[src/rtl/tlc_pkg.sv]
// Shared definitions for the multi-direction traffic controller: state encoding,
// lamp triplet helper and parameter legality check.
package tlc_pkg;

  typedef enum logic [1:0] {
    ST_GREEN  = 2'd0,
    ST_YELLOW = 2'd1,
    ST_ALLRED = 2'd2
  } tlc_state_e;

  // Lamp triplet per direction, bit order {red, yellow, green}.
  localparam logic [2:0] LAMP_G = 3'b001;
  localparam logic [2:0] LAMP_Y = 3'b010;
  localparam logic [2:0] LAMP_R = 3'b100;

  function automatic logic [2:0] lamp_for(input tlc_state_e s);
    case (s)
      ST_GREEN:  return LAMP_G;
      ST_YELLOW: return LAMP_Y;
      default:   return LAMP_R;
    endcase
  endfunction

  // Yellow and all-red lengths must be reachable by the shared saturating timer.
  function automatic bit tlc_params_ok(input int n_dir, input int g_min, input int g_max,
                                       input int y_cyc, input int ar_cyc);
    return (n_dir >= 2) && (n_dir <= 8) && (g_min >= 1) && (g_max >= g_min) &&
           (y_cyc >= 1) && (y_cyc <= g_max + 1) && (ar_cyc >= 0) && (ar_cyc <= g_max + 1);
  endfunction

endpackage

[src/rtl/rr_next_dir.sv]
// Combinational round-robin pick: first pending direction after the active one,
// wrapping, with the active direction itself considered last.
module rr_next_dir #(
  parameter int N_DIR = 3
) (
  input  logic [N_DIR-1:0]         pending_i,
  input  logic [$clog2(N_DIR)-1:0] active_i,
  output logic [$clog2(N_DIR)-1:0] next_o,
  output logic                     valid_o
);

  localparam int AW = $clog2(N_DIR);

  logic [AW-1:0] cand;

  always_comb begin
    next_o  = active_i;
    valid_o = 1'b0;
    cand    = '0;
    for (int i = 1; i <= N_DIR; i++) begin
      cand = AW'((int'(active_i) + i) % N_DIR);
      if (!valid_o && pending_i[cand]) begin
        valid_o = 1'b1;
        next_o  = cand;
      end
    end
  end

endmodule

[src/rtl/multi_way_traffic_controller.sv]
// N-direction intersection controller: round-robin service of latched requests with
// min/max green, yellow and all-red clearance; all outputs registered.
module multi_way_traffic_controller
  import tlc_pkg::*;
#(
  parameter int N_DIR      = 3,
  parameter int GREEN_MIN  = 4,
  parameter int GREEN_MAX  = 8,
  parameter int YELLOW_CYC = 2,
  parameter int ALLRED_CYC = 1
) (
  input  logic                     clk,
  input  logic                     rst,
  input  logic [N_DIR-1:0]         sense_i,
  output logic [N_DIR-1:0]         green_o,
  output logic [N_DIR-1:0]         yellow_o,
  output logic [N_DIR-1:0]         red_o,
  output logic [$clog2(N_DIR)-1:0] active_dir_o,
  output logic [N_DIR-1:0]         pending_o
);

  localparam int AW = $clog2(N_DIR);
  localparam int TW = $clog2(GREEN_MAX + 1);

  localparam logic [TW-1:0] G_MIN_LAST = TW'(GREEN_MIN - 1);
  localparam logic [TW-1:0] G_MAX_LAST = TW'(GREEN_MAX - 1);
  localparam logic [TW-1:0] T_SAT      = TW'(GREEN_MAX);
  localparam logic [TW-1:0] Y_LAST     = TW'(YELLOW_CYC - 1);
  localparam logic [TW-1:0] AR_LAST    = TW'((ALLRED_CYC > 0) ? ALLRED_CYC - 1 : 0);

  generate
    if (!tlc_params_ok(N_DIR, GREEN_MIN, GREEN_MAX, YELLOW_CYC, ALLRED_CYC)) begin : g_bad_params
      $error("multi_way_traffic_controller: illegal parameter set");
    end
  endgenerate

  tlc_state_e     state_q, state_d;
  logic [AW-1:0]  active_q, active_d;
  logic [AW-1:0]  next_dir_q, next_dir_d;
  logic [TW-1:0]  timer_q, timer_d;
  logic [N_DIR-1:0] pending_q, pending_d;
  logic [N_DIR-1:0] green_q, green_d;
  logic [N_DIR-1:0] yellow_q, yellow_d;
  logic [N_DIR-1:0] red_q, red_d;
  logic           state_entry;
  logic           green_entry;
  logic [2:0]     trip;
  logic [AW-1:0]  rr_next;
  logic           rr_valid;

  rr_next_dir #(.N_DIR(N_DIR)) u_rr (
    .pending_i (pending_q),
    .active_i  (active_q),
    .next_o    (rr_next),
    .valid_o   (rr_valid)
  );

  always_ff @(posedge clk) begin
    if (rst) begin
      state_q    <= ST_GREEN;
      active_q   <= '0;
      next_dir_q <= '0;
      timer_q    <= '0;
      pending_q  <= '0;
      green_q    <= N_DIR'(1);
      yellow_q   <= '0;
      red_q      <= {{(N_DIR-1){1'b1}}, 1'b0};
    end else begin
      state_q    <= state_d;
      active_q   <= active_d;
      next_dir_q <= next_dir_d;
      timer_q    <= timer_d;
      pending_q  <= pending_d;
      green_q    <= green_d;
      yellow_q   <= yellow_d;
      red_q      <= red_d;
    end
  end

  always_comb begin
    state_d     = state_q;
    active_d    = active_q;
    next_dir_d  = next_dir_q;
    state_entry = 1'b0;
    timer_d     = timer_q;
    pending_d   = pending_q;
    green_d     = '0;
    yellow_d    = '0;
    red_d       = '0;
    trip        = LAMP_R;

    unique case (state_q)
      ST_GREEN: begin
        // >= on the max bound: the timer may already sit saturated after a long idle green.
        if ((timer_q >= G_MIN_LAST) && (|pending_q) &&
            (!sense_i[active_q] || (timer_q >= G_MAX_LAST))) begin
          state_d     = ST_YELLOW;
          state_entry = 1'b1;
        end
      end
      ST_YELLOW: begin
        if (timer_q == Y_LAST) begin
          state_entry = 1'b1;
          next_dir_d  = rr_valid ? rr_next : active_q;
          if (ALLRED_CYC == 0) begin
            state_d  = ST_GREEN;
            active_d = next_dir_d;
          end else begin
            state_d = ST_ALLRED;
          end
        end
      end
      ST_ALLRED: begin
        if (timer_q == AR_LAST) begin
          state_d     = ST_GREEN;
          active_d    = next_dir_q;
          state_entry = 1'b1;
        end
      end
      default: begin
        state_d     = ST_GREEN;
        state_entry = 1'b1;
      end
    endcase

    if (state_entry)
      timer_d = '0;
    else if (timer_q != T_SAT)
      timer_d = timer_q + TW'(1);

    green_entry = state_entry && (state_d == ST_GREEN);

    // The direction entering green is cleared even if it senses on the same edge.
    for (int d = 0; d < N_DIR; d++) begin
      pending_d[d] = !(green_entry && (active_d == AW'(d))) &&
                     (pending_q[d] ||
                      (sense_i[d] && ((active_q != AW'(d)) || (state_q != ST_GREEN))));
      trip        = (active_d == AW'(d)) ? lamp_for(state_d) : LAMP_R;
      green_d[d]  = trip[0];
      yellow_d[d] = trip[1];
      red_d[d]    = trip[2];
    end
  end

  assign green_o      = green_q;
  assign yellow_o     = yellow_q;
  assign red_o        = red_q;
  assign active_dir_o = active_q;
  assign pending_o    = pending_q;

endmodule

[config.mk]
export PLATFORM = sky130hd
export DESIGN_NAME = multi_way_traffic_controller
export DESIGN_NICKNAME = d
export VERILOG_FILES = /design/src/rtl/tlc_pkg.sv /design/src/rtl/rr_next_dir.sv /design/src/rtl/multi_way_traffic_controller.sv
export SDC_FILE = /design/constraint.sdc
export NUM_CORES = 1
export LEC_CHECK = 0
export ABC_AREA = 1
export BUFFER_PORTS_ARGS = -buffer_cell sky130_fd_sc_hd__buf_4
export CAP_MARGIN = 20
export CORE_MARGIN = 2
export CORE_UTILIZATION = 55
export CTS_BUF_LIST = sky130_fd_sc_hd__clkbuf_4 sky130_fd_sc_hd__clkbuf_8 sky130_fd_sc_hd__clkbuf_16
export CTS_CLUSTER_DIAMETER = 150
export CTS_CLUSTER_SIZE = 14
export DETAILED_ROUTE_END_ITERATION = 16
export PLACE_DENSITY = 0.78
export SYNTH_ARGS = -nofsm -noshare
export SYNTH_HDL_FRONTEND = slang
export SYNTH_SLANG_ARGS = --single-unit
[constraint.sdc]
create_clock -name clk -period 1.9 [get_ports clk]
set_input_delay 0.38 -clock clk [delete_from_list [all_inputs] [get_ports clk]]
set_output_delay 0.38 -clock clk [all_outputs]
set_load 0.005 [all_outputs]
Yosys cells after proc, flatten, opt, wreduce, memory -nomap -nowiden --
Index checks and enable logic that the tools add are counted.
Cells by class: equality and inequality tests 9, multiplexer cells 27, bitwise logic cells 3, order comparisons 6, reduce and logical (&&, ||, !) cells 39, divide/modulo/power cells 3, add/sub/neg operators 4
Operator list (number):
- 32-bit by 3-bit modulo with 32-bit output (second input constant) | 3
- 2-bit 2-to-1 mux | 9
- 1-bit logical AND | 14
- 2-bit by 3-bit < comparator with 1-bit output (second input constant) | 4
- 1-bit 2-to-1 mux | 10
- 1-bit binary-select mux with 2-bit select | 4
- 2-bit OR reduction | 4
- 1-bit logical OR | 7
- 2-bit by 2-bit adder with 3-bit output (second input constant) | 2
- 2-bit by 1-bit equality test with 1-bit output (second input constant) | 3
- 1-bit zero test | 6
- 2-bit zero test | 3
- 2-bit one-hot mux with 3 select lines | 1
- 3-bit one-hot mux with 2 select lines | 1
- 4-bit by 1-bit adder with 4-bit output (second input constant) | 1
- 2-bit equality test (second input constant) | 2
- 4-bit by 1-bit equality test with 1-bit output (second input constant) | 1
- 4-bit by 2-bit greater-or-equal comparator with 1-bit output (second input constant) | 1
- 4-bit by 3-bit greater-or-equal comparator with 1-bit output (second input constant) | 1
- 4-bit zero test | 1
- 4-bit inequality test (second input constant) | 1
- 2-bit nonzero test | 2
- 2-bit by 1-bit adder with 3-bit output (second input constant) | 1
- 3-bit 2-to-1 mux | 1
- other kinds (6) | 8
Storage, ports and cells: register bits 22, output and inout bits 14, logic and storage cells 105, input bits 5

Longest topological paths before layout --
Gate-level depths: netlist of the first run.
depth in word-level cells 12, mapped depth 12, mapped depth without buffers 12

Modules after synthesis --
A second synthesis of the first run with hierarchy kept.
Unflattened totals: cell total of the unflattened synthesis 184, area total of the unflattened synthesis 1268.7 sq um
Modules (own cells, without submodules):
- multi_way_traffic_controller | cells each 137, area an instance 1038.5 sq um, instances 1, sequential area each 440.4 sq um
- rr_next_dir | cells each 47, area an instance 230.2 sq um, instances 1, sequential area each 0.0 sq um

Worst setup path after synthesis of the first run --
Ideal clock, no wire load.
kind reg2reg, start register active_q[1], in the netlist active_dir_o[1], end register next_dir_q[0], clock period less this slack 1.582 ns, required time 1.791 ns, setup slack 0.318 ns, stages on the path, launching flop included 13, library setup time 0.109 ns, path buffers 0, arrival time 1.473 ns, cell sequence dfxtp_1 > inv_1 > ha_1 > inv_1 > nand2_1 > nand3_1 > nand2_1 > nand2_1 > inv_1 > nand2_1 > nand3_1 > nand2_1 > inv_1
On the way: longest elaborated chain between the ends 12, elaborated cells on any way between the ends 23, those cells by class 3 x add/sub; 3 x div; 13 x mux; 4 x reduce/logical
RTL lines:
- from (decl) | line multi_way_traffic_controller.sv:38 | logic [AW-1:0] active_q, active_d;
- from (signal assigned) | line multi_way_traffic_controller.sv:70 | active_q <= active_d;
- 2-bit by 1-bit adder with 3-bit output | line rr_next_dir.sv:21 | cand = AW'((int'(active_i) + i) % N_DIR);
- 32-bit by 3-bit modulo with 32-bit output | line rr_next_dir.sv:21
- 1-bit binary-select mux with 2-bit select | line rr_next_dir.sv:22 | if (!valid_o && pending_i[cand]) begin
- 1-bit 2-to-1 mux (not written as such) | line rr_next_dir.sv:22
- 1-bit 2-to-1 mux | line rr_next_dir.sv:22
- 1-bit zero test | line rr_next_dir.sv:22
- 1-bit logical AND | line rr_next_dir.sv:22
- 1-bit 2-to-1 mux | line rr_next_dir.sv:22
- 1-bit zero test | line rr_next_dir.sv:22
- 1-bit logical AND | line rr_next_dir.sv:22
- 2-bit 2-to-1 mux or 1-bit 2-to-1 mux (tied branches) | line rr_next_dir.sv:22
- 2-bit 2-to-1 mux (*) | line multi_way_traffic_controller.sv:104 | next_dir_d = rr_valid ? rr_next : active_q;
- to (signal assigned) | line multi_way_traffic_controller.sv:71 | next_dir_q <= next_dir_d;
- to (decl) | line multi_way_traffic_controller.sv:39 | logic [AW-1:0] next_dir_q, next_dir_d;
Mark *: on every way between the ends. The rest lies on a longest branch, timed or not. The select of a mux whose other input is x is not followed. A chain may end at the register's enable or synchronous reset.

Worst setup path in the final report of the first run --
start register active_q[0], in the netlist active_dir_o[0], end register next_dir_q[0]
Same word-level chain as after synthesis.

==> results of run 1 <==
[final timing paths]
kind                            depth (start not counted)       startpoint  slack (ps)             to
worst max register to register                         12  active_dir_o[0]         240  next_dir_q[0]
worst min register to register                          4    next_dir_q[0]         600  next_dir_q[0]
worst max-delay path                                   12  active_dir_o[0]         240  next_dir_q[0]
worst min-delay path                                    2              rst         290     state_q[1]
[kinds of logic (layout without fill, tap and decap cells)]
kind of cell / after synthesis / in the layout
DFF: 22 / 22
and+or+nand+nor: 102 / 102
adders and majority gates: 6 / 6
xor gates and xnor gates: 2 / 2
AOI/OAI and AO/OA: 14 / 14
buffers and inverters: 29 / 50
[registers in the layout, summed over array words and instances (netlist names)]
| register | cells |
|---|---|
| active_dir_o | 2 |
| green_o | 3 |
| next_dir_q | 2 |
| pending_o | 3 |
| red_o | 3 |
| state_q | 2 |
| timer_q | 4 |
| yellow_o | 3 |
[stage by stage]
step                      utilization [%]  setup WS (ps)  hold slack [ps]  instance area, um^2  instances
after floorplan                         -            318              532                 1210        175
after detailed placement             64.3            161              584                 1380        220
final                                66.9            235              295                 1440        224
after global placement               64.3            273              580                 1380        220
after CTS                            66.7            119              287                 1430        224
after global routing                 66.9           72.6              294                 1440        224
[cell type report]
class | instances | area share (%)
multi-input combinational | 124 | 46.5
timing repair buffer | 18 | 9.40
tap | 28 | 2.44
clock buffer | 3 | 1.57
inverter | 28 | 7.31
sequential | 22 | 30.7
clock inverter | 1 | 2.09
[timing repair]
action | 4_1_cts | 5_1_grt
resized for setup | 0 | 2
hold endpoints to repair | 0 | 0
endpoints found under the setup margin | 0 | 2
[power by group through the flow]
stage	Sequential [mW]	Combinational, mW	Clock [mW]
detailed placement	0.509	0.160	0
global route	0.500	0.184	0.379
finish	0.498	0.162	0.363
global placement	0.508	0.154	0
CTS	0.498	0.162	0.365
floorplan	0.506	0.118	0
[cell usage after synthesis]
master / instances / area, um^2
sky130_fd_sc_hd__nand2_4: 2 / 22.5
sky130_fd_sc_hd__nand4_1: 3 / 18.8
sky130_fd_sc_hd__nor2_4: 2 / 22.5
sky130_fd_sc_hd__or2_2: 2 / 12.5
sky130_fd_sc_hd__nand2_2: 4 / 25.0
sky130_fd_sc_hd__nand3b_1: 1 / 7.51
sky130_fd_sc_hd__nor2_1: 17 / 63.8
sky130_fd_sc_hd__nor3_1: 1 / 5.00
sky130_fd_sc_hd__o21ai_2: 3 / 26.3
sky130_fd_sc_hd__nand2_1: 50 / 188
sky130_fd_sc_hd__xor2_1: 2 / 17.5
sky130_fd_sc_hd__nor2_2: 1 / 6.26
sky130_fd_sc_hd__buf_1: 1 / 3.75
sky130_fd_sc_hd__ha_1: 6 / 75.1
sky130_fd_sc_hd__o21ai_1: 1 / 5.00
sky130_fd_sc_hd__nand3_1: 16 / 80.1
sky130_fd_sc_hd__a21oi_1: 7 / 35.0
sky130_fd_sc_hd__nand3_2: 2 / 20.0
sky130_fd_sc_hd__dfxtp_1: 22 / 440
sky130_fd_sc_hd__nor2_8: 1 / 20.0
sky130_fd_sc_hd__o21ai_0: 3 / 15.0
sky130_fd_sc_hd__inv_1: 28 / 105
[per-layer routing]
metal	vias to the layer above	GRT usage, %	part of all wire [%]
li1	581	-	-
met1	510	24.0	43
met2	22	41.8	52
met3	6	3.80	3.5
met4	0	8.56	1.7
met5	-	0	0
==> results.py, run 1 <==
metrics = {
    "worst_setup_path": {
        "timing.critical_path.slowest_stage_cell": "sky130_fd_sc_hd__dfxtp_1",
        "dominant_delay_contributor_by_cell_family_on_the_critical_path": "simple AND/OR/NAND/NOR gates",
        "path_max_fanout": 7,
        "worst-path-buf-inv": 4,
        "crit_path_cell_trace": "inv_1 > ha_2 > inv_1 > nand2_1 > nand3_1 > nand2_1 > nand2_1 > inv_1 > nand2_1 > nand3_1 > nand2_1 > inv_1",
        "cp-end-kind": "flip-flop",
        "critPathMaxStageDelay_ps": 410,
        "cp.arrival_ps": 1890,
        "crit_path_start_kind": "flip-flop",
        "timing.critical_path.mode_cell": "sky130_fd_sc_hd__nand2_1",
        "timing_worst_setup_path_type": "reg2reg",
        "required_time_of_the_critical_path_ps": 2130,
    },
    "floorplan": {
        "chipHeight_um": 51,
        "initial_utilization_pct": 56.6,
        "fp-row-count": 17,
        "floorplan.die_area_mm2": 0.00260,
        "floorplan.io_pins": 19,
        "die_w_um": 51,
        "fp.coreArea_mm2": 0.00215,
    },
    "routing": {
        "detail-route-antenna-nets": 0,
        "drt_pass1_iterations": 4,
        "vias": 1119,
        "remaining_drc_errors": 0,
        "route.detailed.vias_per_inst": 5.00,
        "drt_wl_total_mm": 2.60,
        "post_drt_wl_per_cell_um": 11.6,
        "detailedRoute.firstIterationViolations": 29,
    },
    "clocking": {
        "numCtsBuffers": 3,
        "cts.htree.levels": 1,
        "post_cts_buffers": 0,
        "max-clock-path-buffers": 2,
        "numClockSinks": 22,
        "tritoncts": "built",
        "clock_transition_at_the_registers_of_the_reported_paths_ps": 130,
        "cts_root_buffer": "sky130_fd_sc_hd__clkbuf_4",
        "insertion_delay_ps": 320,
        "post_cts_hold_buffer_count": 0,
    },
    "timing": {
        "max_slew_margin_pct": 79.8,
        "tightest_slew_ps": 302,
        "setup_viol": 0,
        "report.final.slew_viol_count": 0,
        "tns_ps": 0,
        "final_min_period_over_clock_period_pct": 87.6,
        "final-hold-violation-count": 0,
        "max_clock_freq_ghz": 0.601,
        "fin_crit_ps": 1660,
        "clock_skew_ps": 6.85,
        "rsz0062_at_grt": "no",
    },
    "yosys": {
        "syn_avg_cell_area_um2": 6.94,
        "synth_compound_gate_area_share_pct": 6.69,
        "post_synth_design_cell_area_mm2": 0.00121,
        "synth-warning-count": 0,
        "synth_sequential_area_ratio_pct": 36.3,
        "yosys-mux-area-fraction_pct": 0,
        "synth_fp_nets": 186,
        "postSynthCellCount": 175,
        "post_synth_and_or_nand_nor_area_fraction_pct": 40.5,
        "synth_fa_ha_area_share_pct": 6.18,
        "yosysUniqueCellTypes": 22,
        "combinational_family_with_the_most_area_after_synthesis": "simple AND/OR/NAND/NOR gates",
        "synth.ff_latch_count": 22,
        "yosys.area_share.xor_xnor_pct": 1.44,
    },
    "layout": {
        "drive_above_1_share_pct": 20.9,
        "final_cell_mix": "sky130_fd_sc_hd__nand2_1, sky130_fd_sc_hd__inv_1, sky130_fd_sc_hd__dfxtp_1",
        "nFillCells": 179,
        "syn2layout_area_growth_pct": 18.3,
        "seq_area_um2": 442,
        "multi_input_area_um2": 668,
        "mostFrequentLayoutCell": "sky130_fd_sc_hd__nand2_1",
        "antenna_cells": 0,
        "final_net_count": 208,
    },
    "power": {
        "pwr-share-comb_pct": 15.8,
        "p_leak_nw": 0.736,
        "switching_share_pct": 25.9,
        "power.share.sequential_pct": 48.7,
        "cellInternalPower_mw": 0.758,
        "power-per-cell-area_mw_per_mm2": 712,
        "irDropWorstVdd_v": 0.000649,
        "total_power_mw": 1.02,
        "power.clock.fraction_pct": 35.5,
        "power_switching_mw": 0.265,
    },
    "grt": {
        "aggregate_global_routing_overflow": 0,
        "initial_antenna_violation_count": 0,
        "wire_length_of_the_first_global_routing_pass_mm": 4.35,
        "first_global_vias": 1064,
        "groute.usage.overall_pct": 22.1,
        "grt_max_degree": 14,
    },
    "placed_design": {
        "io_buffers": 18,
        "hpwlAfterDp_mm": 2.03,
        "routabilityCongestion": 0.842,
    },
    "outcome": {
        "outcome": "complete, no violations",
    },
    "flow_run": {
        "max-cap-violations": 0,
    },
    "min_path": {
        "worst_hold_path_type": "in2reg",
    },
}
No activity file was read; power rests on OpenSTA's default activity.
==> inputs of run 2 (changes only) <==
- CORE_UTILIZATION: 55 -> 62
- CTS_BUF_LIST: sky130_fd_sc_hd__clkbuf_4 sky130_fd_sc_hd__clkbuf_8 sky130_fd_sc_hd__clkbuf_16 -> sky130_fd_sc_hd__clkbuf_4 sky130_fd_sc_hd__clkbuf_8
- PLACE_DENSITY: 0.78 -> 0.86
- clock period: 1.9 -> 1.92 ns (I/O delays scaled with it)
==> run 2 against run 1 <==
Hold slack improved by 10 ps. Worst setup slack got worse by 2.7 ps. Die area fell by 10%. Sequential power fell by 0.8%. Sequential share of layout area barely moved. Global-route usage rose by 3.8 points. Critical endpoint unchanged. Cell area barely moved. Critical path depth did not move. Power fell by 0.93%.
==> results.py, run 2 (same netlist as run 1, synthesis figures left out) <==
metrics = {
    "worst_setup_path": {
        "cp.arrival_ps": 1920,
        "crit_path_start_kind": "flip-flop",
        "required_time_of_the_critical_path_ps": 2150,
        "cp-end-kind": "flip-flop",
        "timing_worst_setup_path_type": "reg2reg",
        "path_max_fanout": 7,
    },
    "clocking": {
        "cts_root_buffer": "sky130_fd_sc_hd__clkbuf_4",
        "clock_transition_at_the_registers_of_the_reported_paths_ps": 120,
        "numClockSinks": 22,
        "tritoncts": "built",
        "numCtsBuffers": 3,
        "cts.htree.levels": 1,
        "post_cts_buffers": 0,
        "insertion_delay_ps": 310,
        "max-clock-path-buffers": 2,
    },
    "timing": {
        "rsz0062_at_grt": "no",
        "final-hold-violation-count": 0,
        "tightest_slew_ps": 292,
        "tns_ps": 0,
        "clock_skew_ps": 1.37,
        "fin_crit_ps": 1690,
        "max_slew_margin_pct": 80.5,
        "final_min_period_over_clock_period_pct": 87.9,
        "setup_viol": 0,
        "max_clock_freq_ghz": 0.593,
        "report.final.slew_viol_count": 0,
    },
    "floorplan": {
        "die_w_um": 48.3,
        "chipHeight_um": 48.3,
        "fp.coreArea_mm2": 0.00190,
        "fp-row-count": 16,
        "initial_utilization_pct": 63.9,
        "floorplan.io_pins": 19,
        "floorplan.die_area_mm2": 0.00233,
    },
    "grt": {
        "aggregate_global_routing_overflow": 0,
        "first_global_vias": 992,
        "initial_antenna_violation_count": 0,
        "grt_max_degree": 14,
        "wire_length_of_the_first_global_routing_pass_mm": 4.14,
        "groute.usage.overall_pct": 25.8,
    },
    "routing": {
        "detail-route-antenna-nets": 0,
        "route.detailed.vias_per_inst": 5.05,
        "remaining_drc_errors": 0,
        "drt_wl_total_mm": 2.59,
        "post_drt_wl_per_cell_um": 11.6,
        "detailedRoute.firstIterationViolations": 31,
        "vias": 1127,
        "drt_pass1_iterations": 4,
    },
    "layout": {
        "drive_above_1_share_pct": 20.9,
        "syn2layout_area_growth_pct": 18.2,
        "seq_area_um2": 442,
        "multi_input_area_um2": 668,
        "final_net_count": 208,
        "antenna_cells": 0,
        "largest-register": "timer_q",
        "final_cell_mix": "sky130_fd_sc_hd__nand2_1, sky130_fd_sc_hd__inv_1, sky130_fd_sc_hd__dfxtp_1",
        "largest_register_ff_count": 4,
        "finish.cell_count_without_fillers": 223,
        "mostFrequentLayoutCell": "sky130_fd_sc_hd__nand2_1",
        "nFillCells": 144,
    },
    "placed_design": {
        "routabilityCongestion": 0.795,
        "hpwlAfterDp_mm": 2.02,
        "dp.cells": 219,
        "io_buffers": 18,
    },
    "power": {
        "power_switching_mw": 0.264,
        "power.clock.fraction_pct": 35.4,
        "switching_share_pct": 26.0,
        "irDropWorstVdd_v": 0.000623,
        "p_leak_nw": 0.736,
        "pwr-share-comb_pct": 15.9,
        "power-per-cell-area_mw_per_mm2": 706,
        "cellInternalPower_mw": 0.750,
        "power.share.sequential_pct": 48.7,
    },
    "flow_run": {
        "max-cap-violations": 0,
    },
    "min_path": {
        "worst_hold_path_type": "in2reg",
    },
    "outcome": {
        "outcome": "complete, no violations",
    },
}
run 2: cell counts in the layout (fill, tap and decap cells not counted):
Identical to the previous run, type by type.
run 2: area by class of cell:
cell class / instances / area share (%)
clock inverter: 1 / 2.09
sequential: 22 / 30.7
clock buffer: 3 / 1.57
tap: 27 / 2.35
multi-input combinational: 124 / 46.5
inverter: 28 / 7.32
timing repair buffer: 18 / 9.41
run 2: what timing repair did:
action                     in CTS  in global routing
hold buffers                    0                  0
gates resized for setup         0                  2
setup endpoints to repair       0                  2
run 2: worst max-delay path, stage by stage, from the launching register on:
cell	delay [ps]
sky130_fd_sc_hd__dfxtp_1	390
sky130_fd_sc_hd__inv_1	130
sky130_fd_sc_hd__ha_2	350
sky130_fd_sc_hd__inv_1	120
sky130_fd_sc_hd__nand2_1	60
sky130_fd_sc_hd__nand3_1	90
sky130_fd_sc_hd__nand2_1	100
sky130_fd_sc_hd__nand2_1	90
sky130_fd_sc_hd__inv_1	40
sky130_fd_sc_hd__nand2_1	60
sky130_fd_sc_hd__nand3_1	70
sky130_fd_sc_hd__nand2_1	60
sky130_fd_sc_hd__inv_1	30
run 2: final timing paths:
kind                   start         endpoint  slack [ps]  cells after the start
max reg2reg  active_dir_o[0]    next_dir_q[0]         230                     12
max          active_dir_o[0]    next_dir_q[0]         230                     12
min reg2reg    next_dir_q[1]    next_dir_q[1]         580                      2
min                      rst  active_dir_o[1]         300                      2
run 2: power groups by stage:
stage	combinational, mW	sequential [mW]	clock [mW]
3_5_place_dp	0.160	0.504	0
4_1_cts	0.162	0.494	0.359
5_1_grt	0.184	0.497	0.375
2_1_floorplan	0.117	0.501	0
3_3_place_gp	0.152	0.502	0
6_report	0.161	0.494	0.358
run 2: metrics by stage:
stage | worst slack [ps] | instance area [um^2] | total power [mW] | util, % | hold slack [ps]
after detailed placement | 152 | 1380 | 0.664 | 72.6 | 557
final | 233 | 1440 | 1.01 | 75.5 | 305
after global routing | 67.8 | 1440 | 1.06 | 75.5 | 293
after CTS | 134 | 1430 | 1.01 | 75.3 | 308
after floorplan | 338 | 1210 | 0.617 | - | 532
after global placement | 285 | 1380 | 0.654 | 72.6 | 564
run 2: per-layer routing:
metal	vias to the layer above	routed length, um	GRT usage, %
met5	-	0	0
met4	0	31	9.19
met3	4	79	5.19
met2	25	1360	47.6
met1	514	1120	29.0
li1	584	-	-
